`src/rtl/uart_pkg.sv`:
```
// Shared types, constants and checksum helpers for the UART program loader.
package uart_pkg;

  typedef enum logic [1:0] {
    RX_IDLE  = 2'd0,
    RX_START = 2'd1,
    RX_DATA  = 2'd2,
    RX_STOP  = 2'd3
  } rx_state_t;

  typedef enum logic [2:0] {
    LD_IDLE  = 3'd0,
    LD_COUNT = 3'd1,
    LD_HIGH  = 3'd2,
    LD_LOW   = 3'd3,
    LD_CHECK = 3'd4,
    LD_DONE  = 3'd5,
    LD_ERROR = 3'd6
  } ldr_state_t;

  // Header byte that opens a program load.
  localparam logic [7:0] DEFAULT_SYNC_BYTE = 8'hA5;

  // Running XOR checksum over payload bytes.
  function automatic logic [7:0] csum_step(input logic [7:0] acc, input logic [7:0] data);
    return acc ^ data;
  endfunction

  // Payload bytes carry six data bits; the two top bits must be clear.
  function automatic logic payload_ok(input logic [7:0] data);
    return (data[7:6] == 2'b00);
  endfunction

endpackage

```
`src/rtl/uart_rx.sv`:
```
// UART byte receiver: 2-FF synchronizer plus mid-bit sampling FSM.
// All bit timing advances only on the ce tick.
module uart_rx
  import uart_pkg::*;
#(
  parameter int CLKS_PER_BIT = 8
) (
  input  logic       clk,
  input  logic       reset,
  input  logic       ce,
  input  logic       rxd,
  output logic       byte_valid,
  output logic [7:0] byte_data,
  output logic       frame_err
);

  localparam int CNT_W = $clog2(CLKS_PER_BIT);
  localparam logic [CNT_W-1:0] HALF_LAST = CNT_W'(CLKS_PER_BIT / 2 - 1);
  localparam logic [CNT_W-1:0] FULL_LAST = CNT_W'(CLKS_PER_BIT - 1);
  localparam logic [CNT_W-1:0] TICK_ONE  = CNT_W'(1);
  localparam logic [CNT_W-1:0] TICK_ZERO = CNT_W'(0);

  logic [1:0]       sync_r;
  logic             rx_s;
  rx_state_t        state_r, state_nx;
  logic [CNT_W-1:0] tick_r, tick_nx;
  logic [2:0]       bit_r, bit_nx;
  logic [7:0]       shift_r, shift_nx;
  logic             valid_r, valid_nx;
  logic             ferr_r, ferr_nx;

  assign rx_s       = sync_r[1];
  assign byte_valid = valid_r;
  assign byte_data  = shift_r;
  assign frame_err  = ferr_r;

  // Bring the asynchronous line into the clk domain; idle level is high.
  always_ff @(posedge clk) begin
    if (reset) begin
      sync_r <= 2'b11;
    end else begin
      sync_r <= {sync_r[0], rxd};
    end
  end

  // Receiver state and datapath registers.
  always_ff @(posedge clk) begin
    if (reset) begin
      state_r <= RX_IDLE;
      tick_r  <= TICK_ZERO;
      bit_r   <= 3'd0;
      shift_r <= 8'd0;
      valid_r <= 1'b0;
      ferr_r  <= 1'b0;
    end else begin
      state_r <= state_nx;
      tick_r  <= tick_nx;
      bit_r   <= bit_nx;
      shift_r <= shift_nx;
      valid_r <= valid_nx;
      ferr_r  <= ferr_nx;
    end
  end

  // Next-state logic: start detect, half-bit glitch check, 8 data samples, stop check.
  always_comb begin
    state_nx = state_r;
    tick_nx  = tick_r;
    bit_nx   = bit_r;
    shift_nx = shift_r;
    valid_nx = 1'b0;
    ferr_nx  = 1'b0;
    case (state_r)
      RX_IDLE: begin
        if (ce && !rx_s) begin
          state_nx = RX_START;
          tick_nx  = TICK_ZERO;
        end else begin
          state_nx = RX_IDLE;
        end
      end
      RX_START: begin
        if (ce) begin
          if (tick_r == HALF_LAST) begin
            tick_nx = TICK_ZERO;
            bit_nx  = 3'd0;
            if (rx_s) begin
              state_nx = RX_IDLE;
            end else begin
              state_nx = RX_DATA;
            end
          end else begin
            tick_nx = tick_r + TICK_ONE;
          end
        end else begin
          tick_nx = tick_r;
        end
      end
      RX_DATA: begin
        if (ce) begin
          if (tick_r == FULL_LAST) begin
            tick_nx  = TICK_ZERO;
            shift_nx = {rx_s, shift_r[7:1]};
            if (bit_r == 3'd7) begin
              state_nx = RX_STOP;
            end else begin
              bit_nx = bit_r + 3'd1;
            end
          end else begin
            tick_nx = tick_r + TICK_ONE;
          end
        end else begin
          tick_nx = tick_r;
        end
      end
      RX_STOP: begin
        if (ce) begin
          if (tick_r == FULL_LAST) begin
            tick_nx  = TICK_ZERO;
            state_nx = RX_IDLE;
            if (rx_s) begin
              valid_nx = 1'b1;
            end else begin
              ferr_nx = 1'b1;
            end
          end else begin
            tick_nx = tick_r + TICK_ONE;
          end
        end else begin
          tick_nx = tick_r;
        end
      end
      default: begin
        state_nx = RX_IDLE;
        tick_nx  = TICK_ZERO;
      end
    endcase
  end

endmodule

```
`src/rtl/uart_prg_loader.sv`:
```
// Serial program loader: receives a framed image, writes 12-bit words to
// main memory from address 0 and releases the CPU once the checksum matches.
module uart_prg_loader
  import uart_pkg::*;
#(
  parameter int         CLKS_PER_BIT = 8,
  parameter int         MEM_DEPTH    = 255,
  parameter int         ADDR_W       = 12,
  parameter logic [7:0] SYNC_BYTE    = DEFAULT_SYNC_BYTE
) (
  input  logic              clk,
  input  logic              reset,
  input  logic              ce,
  input  logic              rxd,
  output logic              mem_we,
  output logic [ADDR_W-1:0] mem_addr,
  output logic [11:0]       mem_wdata,
  output logic              cpu_hold,
  output logic              load_done,
  output logic              load_error,
  output logic              rx_frame_err
);

  logic        byte_valid_s;
  logic [7:0]  byte_data_s;
  logic        frame_err_s;

  ldr_state_t        state_r, state_nx;
  logic [7:0]        count_r, count_nx;
  logic [7:0]        index_r, index_nx;
  logic [7:0]        csum_r, csum_nx;
  logic [5:0]        word_hi_r, word_hi_nx;
  logic              we_r, we_nx;
  logic [ADDR_W-1:0] addr_r, addr_nx;
  logic [11:0]       wdata_r, wdata_nx;
  logic              done_r, done_nx;
  logic              error_r, error_nx;
  logic              hold_r, hold_nx;

  uart_rx #(
    .CLKS_PER_BIT(CLKS_PER_BIT)
  ) u_rx (
    .clk       (clk),
    .reset     (reset),
    .ce        (ce),
    .rxd       (rxd),
    .byte_valid(byte_valid_s),
    .byte_data (byte_data_s),
    .frame_err (frame_err_s)
  );

  assign mem_we       = we_r;
  assign mem_addr     = addr_r;
  assign mem_wdata    = wdata_r;
  assign cpu_hold     = hold_r;
  assign load_done    = done_r;
  assign load_error   = error_r;
  assign rx_frame_err = frame_err_s;

  // Loader state, image bookkeeping and registered memory/status outputs.
  always_ff @(posedge clk) begin
    if (reset) begin
      state_r   <= LD_IDLE;
      count_r   <= 8'd0;
      index_r   <= 8'd0;
      csum_r    <= 8'd0;
      word_hi_r <= 6'd0;
      we_r      <= 1'b0;
      addr_r    <= {ADDR_W{1'b0}};
      wdata_r   <= 12'd0;
      done_r    <= 1'b0;
      error_r   <= 1'b0;
      hold_r    <= 1'b1;
    end else begin
      state_r   <= state_nx;
      count_r   <= count_nx;
      index_r   <= index_nx;
      csum_r    <= csum_nx;
      word_hi_r <= word_hi_nx;
      we_r      <= we_nx;
      addr_r    <= addr_nx;
      wdata_r   <= wdata_nx;
      done_r    <= done_nx;
      error_r   <= error_nx;
      hold_r    <= hold_nx;
    end
  end

  // Image parser: header, count, high/low word halves, checksum, outcome.
  always_comb begin
    state_nx   = state_r;
    count_nx   = count_r;
    index_nx   = index_r;
    csum_nx    = csum_r;
    word_hi_nx = word_hi_r;
    we_nx      = 1'b0;
    addr_nx    = addr_r;
    wdata_nx   = wdata_r;
    done_nx    = done_r;
    error_nx   = error_r;
    hold_nx    = hold_r;
    // A broken frame inside a load aborts it; idle/done lines ignore noise.
    if (frame_err_s && (state_r != LD_IDLE) && (state_r != LD_DONE) && (state_r != LD_ERROR)) begin
      state_nx = LD_ERROR;
    end else begin
      case (state_r)
        LD_IDLE: begin
          if (byte_valid_s && (byte_data_s == SYNC_BYTE)) begin
            error_nx = 1'b0;
            csum_nx  = 8'd0;
            state_nx = LD_COUNT;
          end else begin
            state_nx = LD_IDLE;
          end
        end
        LD_COUNT: begin
          if (byte_valid_s) begin
            count_nx = byte_data_s;
            if (int'(byte_data_s) > MEM_DEPTH) begin
              state_nx = LD_ERROR;
            end else if (byte_data_s == 8'd0) begin
              state_nx = LD_CHECK;
            end else begin
              index_nx = 8'd0;
              state_nx = LD_HIGH;
            end
          end else begin
            state_nx = LD_COUNT;
          end
        end
        LD_HIGH: begin
          if (byte_valid_s) begin
            if (payload_ok(byte_data_s)) begin
              word_hi_nx = byte_data_s[5:0];
              csum_nx    = csum_step(csum_r, byte_data_s);
              state_nx   = LD_LOW;
            end else begin
              state_nx = LD_ERROR;
            end
          end else begin
            state_nx = LD_HIGH;
          end
        end
        LD_LOW: begin
          if (byte_valid_s) begin
            if (payload_ok(byte_data_s)) begin
              csum_nx  = csum_step(csum_r, byte_data_s);
              we_nx    = 1'b1;
              addr_nx  = ADDR_W'(index_r);
              wdata_nx = {word_hi_r, byte_data_s[5:0]};
              index_nx = index_r + 8'd1;
              if ((index_r + 8'd1) == count_r) begin
                state_nx = LD_CHECK;
              end else begin
                state_nx = LD_HIGH;
              end
            end else begin
              state_nx = LD_ERROR;
            end
          end else begin
            state_nx = LD_LOW;
          end
        end
        LD_CHECK: begin
          if (byte_valid_s) begin
            if (byte_data_s == csum_r) begin
              done_nx  = 1'b1;
              hold_nx  = 1'b0;
              state_nx = LD_DONE;
            end else begin
              state_nx = LD_ERROR;
            end
          end else begin
            state_nx = LD_CHECK;
          end
        end
        LD_DONE: begin
          state_nx = LD_DONE;
        end
        LD_ERROR: begin
          error_nx = 1'b1;
          hold_nx  = 1'b1;
          state_nx = LD_IDLE;
        end
        default: begin
          state_nx = LD_IDLE;
        end
      endcase
    end
  end

endmodule

```
`config.mk`:
```
export PLATFORM = sky130hd
export DESIGN_NAME = uart_prg_loader
export DESIGN_NICKNAME = d
export VERILOG_FILES = /design/src/rtl/uart_pkg.sv /design/src/rtl/uart_rx.sv /design/src/rtl/uart_prg_loader.sv
export SDC_FILE = /design/constraint.sdc
export NUM_CORES = 1
export LEC_CHECK = 0
export CORE_MARGIN = 1.5
export CORE_UTILIZATION = 42
export CTS_BUF_LIST = sky130_fd_sc_hd__clkbuf_4
export DETAILED_ROUTE_END_ITERATION = 12
export PLACE_DENSITY = 0.68
export SYNTH_ARGS = -nofsm -noshare
export SYNTH_HDL_FRONTEND = slang
export SYNTH_HIERARCHICAL = 1
export SYNTH_SLANG_ARGS = --single-unit
```
`constraint.sdc`:
```
create_clock -name clk -period 2.4 [get_ports clk]
set_input_delay 0.48 -clock clk [delete_from_list [all_inputs] [get_ports clk]]
set_output_delay 0.48 -clock clk [all_outputs]
set_load 0.005 [all_outputs]
```
### Yosys cells after proc, flatten, opt, wreduce, memory -nomap -nowiden

Cells that the tools add are included.

* output and inout bits: 29
* register bits: 77

* bitwise operators: 7
* add/subtract/negate cells: 3
* equality and inequality tests: 36
* mux-type cells: 51
* reductions and logical operators: 33

Operators by type and width (count)
* 3-bit 2-to-1 mux: 19
* 8-bit 2-to-1 mux: 7
* 8-bit one-hot mux with 2 select lines: 2
* 2-bit by 1-bit != test with 1-bit output (second input constant): 11
* 2-bit 2-to-1 mux: 9
* 3-bit one-hot mux with 6 select lines: 1
* 8-bit equality test: 2
* 2-bit != test (second input constant): 8
* 4-bit AND reduction: 4
* 3-bit equality test (second input constant): 5
* 3-bit AND reduction: 4
* 6-bit AND reduction: 2
* 2-bit nonzero test: 5
* 3-bit by 2-bit equality test with 1-bit output (second input constant): 3
* 3-bit one-hot mux with 3 select lines: 1
* 8-bit by 1-bit adder with 8-bit output (second input constant): 1
* 8-bit equality test (second input constant): 1
* 8-bit zero test: 1
* 1-bit 2-to-1 mux: 8
* 2-bit one-hot mux with 4 select lines: 1
* 4-bit OR reduction: 2
* 8-bit XOR: 1
* 7-bit AND reduction: 1
* 3-bit by 1-bit adder with 3-bit output (second input constant): 2
* 14 further kinds: 29

### Depth between registers and ports, before layout

Gate-level depths: netlist of run 1.

* depth in word-level cells: 7
* mapped depth: 7

### Cells and area by module

Netlist of run 1, hierarchy kept.

Modules (own cells, without submodules)
* uart_prg_loader: times used 1, area an instance 2772.7 um2, cells each 342, seq. area each 1141.1 um2
* uart_rx: times used 1, area an instance 945.9 um2, cells each 104, seq. area each 400.4 um2

### Worst setup path before layout of run 1

Ideal clock, no wire load.

* path kind: register to register
* start: reg index_r[1]
* end: reg state_r[1] (netlist name)
* path buffers: 0
* stages on the path, launching flop included: 7
* data required time: 2269 ps
* path slack: 572 ps
* arrival time: 1697 ps
* library setup time: 131 ps
* path through: dfxtp_1 > ha_1 > nand3_1 > xnor2_1 > or4_1 > nor4_4 > a31oi_1

RTL lines
* from (decl): line uart_prg_loader.sv:30 `logic [7:0] index_r, index_nx;`
* from (signal assigned): line uart_prg_loader.sv:77 `index_r <= index_nx;`

==> results of run 1 <==
==> per-layer routing <==
metal | GRT usage | part of all wire
met5 | 0 | 0
met2 | 0.3093 | 0.51
met1 | 0.2010 | 0.44
met4 | 0.06912 | 0.019
met3 | 0.04820 | 0.032
==> metrics by stage <==
| stage | utilization | std cells |
|---|---|---|
| 4_1_cts | 0.4844 | 575 |
| 3_3_place_gp | 0.4702 | 560 |
| 3_5_place_dp | 0.4702 | 560 |
| 5_1_grt | 0.4844 | 575 |
| 2_1_floorplan | - | 449 |
| 6_report | 0.4844 | 575 |
==> flip-flops by register name, indices dropped and copies added (netlist names), named ones only <==
signal and flops:
mem_wdata 12, count_r 8, csum_r 8, index_r 8
mem_addr 8, u_rx/byte_data 8, word_hi_r 6, state_r 3
u_rx/bit_r 3, u_rx/tick_r 3, u_rx/sync_r 2, cpu_hold 1
load_done 1, load_error 1, mem_we 1, u_rx/byte_valid 1
u_rx/frame_err 1, u_rx/state_r 1
==> report_power, final <==
part           switching, mW  total, mW  leakage (nW)  internal [mW]
combinational         0.0302     0.0475         0.839         0.0173
sequential           0.00417       1.29         0.621           1.28
clock                  0.430      0.732        0.0666          0.302
total                  0.465       2.06          1.53           1.60
==> cell families (layout without fill, tap and decap cells) <==
family,count (synthesis),after routing,share of synthesized area
AO/OA/AOI/OAI,106,106,0.1659
XOR/XNOR,19,19,0.04475
adder cells (fa/ha/maj),8,8,0.02692
buffers and inverters,42,60,0.05417
flip-flops,77,77,0.4145
multiplexers,11,11,0.03028
other,1,4,0.001008
AND/OR/NAND/NOR,182,182,0.2625
==> final timing paths <==
check,slack (ns),start,to,cells past startpoint
max reg2reg,0.29,index_r[0],state_r[1],6
max,0.29,index_r[0],state_r[1],6
min,0.43,u_rx/sync_r[0],u_rx/sync_r[1],1
min reg2reg,0.43,u_rx/sync_r[0],u_rx/sync_r[1],1
==> Yosys cell counts (4+ instances only) <==
cell type,number,area [sq um]
nand2_1,76,285.3
inv_1,5,18.77
nand3_1,5,25.02
nor2_1,32,120.1
mux2i_1,9,90.09
a21oi_1,59,295.3
nand2b_1,7,43.79
ha_1,8,100.1
dfxtp_1,77,1541
buf_2,8,40.04
nand3b_1,12,90.09
xor2_1,12,105.1
nor2b_1,5,31.28
and4b_1,4,40.04
clkbuf_1,19,71.32
xnor2_1,7,61.31
buf_4,7,52.55
nor4_1,5,31.28
o21ai_0,23,115.1
a31oi_1,4,25.02
==> layout make-up <==
cell class                      count  share of cell area
Clock buffer                        9             0.01615
Clock inverter                      6             0.01316
Inverter                            5            0.004487
Multi-Input combinational cell    330              0.4750
Sequential cell                    77              0.3685
Tap cell                          108             0.03231
Timing Repair Buffer               40             0.09034
==> results.json, run 1 <==
{
  "drive_above_1_share": 0.09422,
  "core_sq_um": 8636,
  "regArea_sq_um": 1541,
  "drtIter0Drc": 185,
  "num_rows": 34,
  "leakage_nw": 1.526,
  "start_util": 0.4306,
  "ant_nets": 0,
  "whs_ns": 0.4297,
  "cts_buffers": 9,
  "synth_cell_types": 64,
  "finClkSkew_ns": 0.009112,
  "yosys_warnings": 6,
  "dp_hpwl_mm": 5.410,
  "worstPathRequired_ns": 2.70,
  "relSlewSlack": 0.5668,
  "antenna_found_initial": 0,
  "fmaxAchievable_mhz": 474.5,
  "report.final.setup_viol": 0,
  "vias_per_cell": 5.400,
  "cts.sinks": 77,
  "slowest_delay_ns": 0.55,
  "cts_tree": "built",
  "multi_input_area_sq_um": 1987,
  "grt.total_usage": 0.1756,
  "arrival_ns": 2.41,
  "layout_common_cells": "77 x dfxtp_1, 76 x nand2_1, 59 x a21oi_1, 32 x nor2_1, 27 x clkdlybuf4s50_1",
  "path_cells": "ha_1 > nand3_1 > xnor2_1 > or4_1 > nor4_4 > a31oi_1",
  "dr_total_vias": 3105,
  "cp_top_family": "simple AND/OR/NAND/NOR gates",
  "synthArstFlopShare": 0,
  "area_growth_pct": 12.48,
  "rsz0062_at_grt": "false",
  "synthFlopType": "dfxtp_1",
  "synth_edf_count": 0,
  "crit_fanout": 8,
  "clk_pin_slew_ns": 0.12,
  "cp_num_buf_inv": 0,
  "slowest_stage": "or4_1",
  "cp-end-kind": "flip-flop",
  "wl_per_cell_um": 13.36,
  "io_buffers": 28,
  "die_y_um": 97.10,
  "synth_cells": 446,
  "clock_latency_ns": 0.41,
  "wirelength_mm": 7.684,
  "final_common_cell": "dfxtp_1",
  "slew_viol_final": 0,
  "root_buffer": "clkbuf_4",
  "tightest_slew_ns": 0.6498,
  "dpl_worst_slack_ns": 0.3054,
  "grt_pass1_wl_mm": 13.61,
  "min_period_ns": 2.108,
  "synth_area_per_cell_sq_um": 8.338,
  "ys_seq_elements": 77,
  "fin_tns_setup_ns": 0,
  "seq_area_frac_synth": 0.4145,
  "final.fill_count": 848,
  "cp-start-kind": "flip-flop",
  "synthesis.area_sq_um": 3719,
  "clk_path_buf_depth": 2,
  "ctsResizeCount": 0,
  "htreeDepth": 3,
  "drv_cap": 0,
  "timing.final.ws_setup_ns": 0.2925,
  "fin_total_pwr_mw": 2.065,
  "finalCritPeriodShare": 0.8781,
  "dieArea_sq_um": 9427,
  "grt.overflow.total": 0,
  "firstDrtPassIters": 4,
  "ios": 33,
  "cts-hold-fix-buffers": 0,
  "postLayoutCellArea_sq_um": 4183,
  "place_congestion": 0.9021,
  "postCtsSetupBuffers": 0,
  "powerDensity_nw_per_um2": 493.6,
  "status": "finished, final reports clean",
  "hold_viol": 0,
  "route.detailed.drc": 0,
  "path_class": "flip-flop to flip-flop",
  "vdd_drop_max_mv": 0.3754,
  "place_area_sq_um": 4060,
  "fin_nets": 475,
  "grt_pass1_vias": 3012,
  "grt_max_degree": 43,
  "holdCritPathClass": "flip-flop to flip-flop",
  "diodes": 0,
  "die_w_um": 97.10
}
Power figures use the tool's default switching activity.
==> inputs of run 2 (changes only) <==
--- a/config.mk
+++ b/config.mk
@@ -5,12 +5,15 @@
 export SDC_FILE = /design/constraint.sdc
 export NUM_CORES = 1
 export LEC_CHECK = 0
+export ABC_CLOCK_PERIOD_IN_PS = 2400
 export CORE_MARGIN = 1.5
 export CORE_UTILIZATION = 42
 export CTS_BUF_LIST = sky130_fd_sc_hd__clkbuf_4
 export DETAILED_ROUTE_END_ITERATION = 12
 export PLACE_DENSITY = 0.68
+export SLEW_MARGIN = 20
 export SYNTH_ARGS = -nofsm -noshare
 export SYNTH_HDL_FRONTEND = slang
 export SYNTH_HIERARCHICAL = 1
 export SYNTH_SLANG_ARGS = --single-unit
+export TNS_END_PERCENT = 1
==> results of run 2 <==
The final DEF is identical to that of run 1; final timing and power are the same.
